--- config.mk ---
export PLATFORM = sky130hd
export DESIGN_NAME = lifo_access_ctrl
export DESIGN_NICKNAME = d
export VERILOG_FILES = /design/src/rtl/lifo_pkg.sv /design/src/rtl/lifo_access_ctrl.sv
export SDC_FILE = /design/constraint.sdc
export NUM_CORES = 1
export LEC_CHECK = 0
export CAP_MARGIN = 30
export CORE_MARGIN = 4
export CORE_UTILIZATION = 42
export DETAILED_ROUTE_END_ITERATION = 10
export PLACE_DENSITY = 0.87
export SETUP_SLACK_MARGIN = 0.3
export SYNTH_ARGS = -nofsm -noshare
export SYNTH_HDL_FRONTEND = slang
export SYNTH_SLANG_ARGS = --single-unit
--- constraint.sdc ---
create_clock -name clk -period 3.62 [get_ports clk]
set_clock_uncertainty 0.15 [all_clocks]
set_input_delay 0.724 -clock clk [delete_from_list [all_inputs] [get_ports clk]]
set_output_delay 0.724 -clock clk [all_outputs]
set_load 0.01 [all_outputs]
--- src/rtl/lifo_pkg.sv ---
// Shared definitions for the 32-bit LIFO stack and its access controller.
// Contents: controller FSM state type, stack data width and depth constants.
package lifo_pkg;

  localparam int LIFO_DW    = 32;
  localparam int LIFO_DEPTH = 16;

  typedef enum logic [1:0] {
    IDLE,
    RD,
    WAIT,
    OUT
  } state_t;

endpackage

--- src/rtl/lifo_access_ctrl.sv ---
// Initiator-side controller for the LIFO stack.
// Turns a valid/ready push stream and a valid/ready pop stream into the
// stack's single-cycle wr/rd strobes, registers popped words, tracks
// occupancy and auto-drains when the stack reports its high threshold.
// Ports:
//   clk, rst                 clock, asynchronous active-high reset
//   s_valid/s_ready/s_data   push stream (s_ready is combinational)
//   drain_en                 permits pops
//   m_valid/m_ready/m_data   pop stream (registered)
//   lifo_wr/lifo_rd/lifo_din strobes and write data to the stack
//   lifo_dout                stack read data, RD_LAT cycles after lifo_rd
//   lifo_ov/ud/low_th/high_th stack status flags
//   count                    tracked occupancy
//   err                      sticky overflow/underflow indication
module lifo_access_ctrl
  import lifo_pkg::*;
#(
  parameter int DW     = LIFO_DW,
  parameter int DEPTH  = LIFO_DEPTH,
  parameter int RD_LAT = 1
) (
  input  logic                         clk,
  input  logic                         rst,
  input  logic                         s_valid,
  output logic                         s_ready,
  input  logic [DW-1:0]                s_data,
  input  logic                         drain_en,
  output logic                         m_valid,
  input  logic                         m_ready,
  output logic [DW-1:0]                m_data,
  output logic                         lifo_wr,
  output logic                         lifo_rd,
  output logic [DW-1:0]                lifo_din,
  input  logic [DW-1:0]                lifo_dout,
  input  logic                         lifo_ov,
  input  logic                         lifo_ud,
  input  logic                         lifo_low_th,
  input  logic                         lifo_high_th,
  output logic [$clog2(DEPTH+1)-1:0]   count,
  output logic                         err
);

  localparam int CW = $clog2(DEPTH + 1);
  localparam logic [CW-1:0] FULL = CW'(DEPTH);

  state_t     state;
  logic [2:0] wait_cnt;
  logic       pop_ok;
  logic       push;

  // Low threshold is informational only.
  logic unused_low_th;
  assign unused_low_th = lifo_low_th;

  always_comb begin
    pop_ok  = (drain_en || lifo_high_th) && (count != '0) && !m_valid;
    s_ready = 1'b0;
    if (!rst) begin
      case (state)
        IDLE:    s_ready = !pop_ok && (count != FULL);
        OUT:     s_ready = (count != FULL);
        default: s_ready = 1'b0;
      endcase
    end
    push = s_valid && s_ready;
  end

  always_ff @(posedge clk or posedge rst) begin
    if (rst) begin
      state    <= IDLE;
      wait_cnt <= '0;
      count    <= '0;
      err      <= 1'b0;
      m_valid  <= 1'b0;
      m_data   <= '0;
      lifo_wr  <= 1'b0;
      lifo_rd  <= 1'b0;
      lifo_din <= '0;
    end else begin
      lifo_wr <= push;
      if (push) lifo_din <= s_data;
      lifo_rd <= 1'b0;
      err     <= err | lifo_ov | lifo_ud;

      // Pop decision and push acceptance are mutually exclusive in a cycle
      // because s_ready is held low whenever a pop is chosen.
      if (state == IDLE && pop_ok) count <= count - CW'(1);
      else if (push)               count <= count + CW'(1);

      case (state)
        IDLE: begin
          if (pop_ok) begin
            state   <= RD;
            lifo_rd <= 1'b1;
          end
        end
        RD: begin
          state    <= WAIT;
          wait_cnt <= 3'(RD_LAT - 1);
        end
        WAIT: begin
          if (wait_cnt == '0) begin
            m_data  <= lifo_dout;
            m_valid <= 1'b1;
            state   <= OUT;
          end else begin
            wait_cnt <= wait_cnt - 3'd1;
          end
        end
        OUT: begin
          if (m_ready) begin
            m_valid <= 1'b0;
            state   <= IDLE;
          end
        end
        default: state <= IDLE;
      endcase
    end
  end

endmodule

==> impl_metrics.json <==
{
  "status": "finished clean",
  "wl_per_cell_um": 16.1,
  "grt_overflow_total": 0,
  "seq_area_frac_synth": 0.574,
  "yosys.area.top_type": "dfrtp_1",
  "path_cells": "clkdlybuf4s50_1, o21ba_2, nand3b_4, nand2_1, nor3_1, dlymetal6s2s_1",
  "synth_top_flop_cell": "dfrtp_1",
  "nNetsFinal": 455,
  "drt_iter0_drc": 41,
  "drc": 0,
  "hold_viol_final": 0,
  "critPathCaptureType": "output pin",
  "final_layout_size_suffix_gt1_frac": 0.250,
  "max_stage_delay_ns": 0.40,
  "r2r_start": "state[0]",
  "io_pins": 147,
  "utilization": 0.657,
  "die_h_um": 98,
  "grt_max_degree": 43,
  "timing.final.max_slew_violations": 0,
  "antenna_found_initial": 0,
  "clk_latency_ns": 0.34,
  "synth.distinct_cells": 39,
  "final_cell_mix": "clkdlybuf4s50_1 (144), dfrtp_1 (76), mux2_2 (36)",
  "post-dp-hpwl_mm": 5.80,
  "path_delay_family": "buffers and inverters",
  "hold_depth": 2,
  "vias": 2371,
  "core_area_mm2": 0.00781,
  "n_antenna_cell": 0,
  "yosysWarnings": 0,
  "r2r_slack_ns": 0.86,
  "rsz0062_at_grt": "false",
  "synth-async-reset-ratio": 1.00,
  "postPlaceCellArea_mm2": 0.00494,
  "cts_max_level": 3,
  "row_count": 32,
  "fillers": 582,
  "grtUsageMet3": 0.0600,
  "ys_ff_latch": 78,
  "met1_usage": 0.202,
  "hp-start": "wait_cnt[1]",
  "min_period_ns": 2.82,
  "timing.rr.end": "lifo_din[17]",
  "worst_slew_pin_slew_ns": 0.638,
  "grt_pass1_wl_mm": 13.1,
  "hp-class": "reg -> reg",
  "ant_nets": 0,
  "gp_congestion": 0.760,
  "synth_nets": 307,
  "crit_buf_inv": 2,
  "use_met2": 0.281,
  "setup_viol": 0,
  "grt_busiest_layer": "met2",
  "dieWidth_um": 98,
  "synth_edf_count": 0,
  "p_leak_nw": 2.25,
  "routed_wl_mm": 7.75,
  "clkSinkCount": 78,
  "yosys-top-cells-area": "dfrtp_1 (57%), mux2_4 (13%), mux2_2 (12%)",
  "syn-cell-area_mm2": 0.00340,
  "irDropWorstVdd_v": 0.000398,
  "powerDensity_mw_per_mm2": 838,
  "clk_pin_slew_ns": 0.09,
  "yosysTopAreaCellShare": 0.574,
  "drt_pass1_iterations": 4,
  "cts_root_buf": "clkbuf_8",
  "relSlewSlack": 0.574,
  "mostFrequentLayoutCell": "clkdlybuf4s50_1",
  "netlist_instances": 227,
  "hold_path_end": "wait_cnt[1]",
  "final_area_mm2": 0.00513,
  "crit_fanout": 7,
  "slowest_stage": "clkdlybuf4s50_1",
  "reg2reg_depth": 6,
  "setup_tns_ns": 0,
  "period_share": 0.780,
  "critPathKind": "in -> out",
  "numCtsBuffers": 9,
  "clk_path_buf_depth": 2,
  "start_kind": "input port",
  "drv_cap": 0,
  "vias_per_cell": 4.92,
  "fp.dieArea_mm2": 0.00960,
  "holdWs_ns": 0.337,
  "fmax_ghz": 0.354,
  "syn_to_final_growth_pct": 50.7,
  "grt_pass1_vias": 2608,
  "required_ns": 2.75,
  "start_util": 0.436,
  "avgSynthCellArea_um2": 15.0,
  "arrival_ns": 1.95,
  "grt.total_usage": 0.167,
  "port_buffers": 145,
  "post-cts-setup-buffers": 0,
  "cts_tree": "done"
}
-- cells by family (layout without fill, tap and decap cells) --
logic type	Yosys count	count (layout)	synth area share
flops	78	78	0.574
mux	67	67	0.254
fa+ha+maj	7	7	0.0257
compound gates	21	21	0.0511
xor+xnor	4	4	0.0103
simple gates	32	32	0.0563
buf+inv	18	171	0.0291
-- layer usage --
| layer | part of all wire | vias up |
|---|---|---|
| li1 | - | 1098 |
| met1 | 0.42 | 1148 |
| met2 | 0.49 | 111 |
| met3 | 0.071 | 14 |
| met4 | 0.020 | 0 |
| met5 | 0 | - |
-- layout make-up --
type                       count  area [um2]  area share
clock inverter                 7        57.6      0.0112
tap                          102         128      0.0249
timing repair buffer         147        1480       0.289
clock buffer                   9         124      0.0242
sequential                    78        1950       0.381
inverter                       8        31.3     0.00610
multi-input combinational    131        1350       0.264
-- worst reg2reg max path, cell delays in order (launching register included) --
cell and delay, ns:
dfrtp_1 0.42, inv_1 0.10, ha_1 0.38, o21ai_0 0.22, a211oi_2 0.45, nand2_4 0.45
mux2_4 0.46
-- cell usage after synthesis (all sizes together) (2+ instances only) --
| master | count |
|---|---|
| dfrtp | 78 |
| mux2 | 67 |
| nand2 | 10 |
| inv | 8 |
| ha | 7 |
| o21ai | 7 |
| buf | 5 |
| clkbuf | 5 |
| a21oi | 4 |
| nor2 | 4 |
| xnor2 | 4 |
| nor3 | 3 |
| nand2b | 2 |
| nand3 | 2 |
| nand3b | 2 |
| nor2b | 2 |
| nor4 | 2 |
| o2111a | 2 |
-- worst max path at each step --
stage                       startpoint  endpoint  slack, ns  cells past startpoint
final                     lifo_high_th   s_ready       0.80                      6
after global routing          count[0]   s_ready       0.64                      5
after CTS                     count[0]   s_ready       0.35                      5
after detailed placement  lifo_high_th   s_ready       0.40                      6
after global placement    lifo_high_th   s_ready       0.41                      6
after floorplan                    rst  count[0]       0.75                      1
-- flip-flops by register name, indices dropped and copies added (netlist names) --
signal,count
err,1
count,5
m_valid,1
lifo_rd,1
lifo_wr,1
state,2
lifo_din,32
m_data,32
wait_cnt,3
-- where the power goes --
part           internal (mW)  switching, mW  total [mW]
combinational           1.37          0.786        2.15
sequential              1.29          0.262        1.55
clock                  0.257          0.336       0.593
-- stage by stage --
step | cells | setup WS [ns] | power (mW)
5_1_grt | 482 | 0.642 | 4.57
3_3_place_gp | 466 | 0.413 | 3.66
3_5_place_dp | 466 | 0.399 | 3.74
4_1_cts | 482 | 0.353 | 4.35
2_1_floorplan | 227 | 0.751 | 2.68
6_report | 482 | 0.797 | 4.29
-- repair_timing --
action | 4_1_cts | 5_1_grt
hold endpoints to repair | 0 | 0
hold buffers | 0 | 0
setup endpoints to repair | 0 | 1
resized for setup | 0 | 3
No activity file was read; power rests on OpenSTA's default activity.
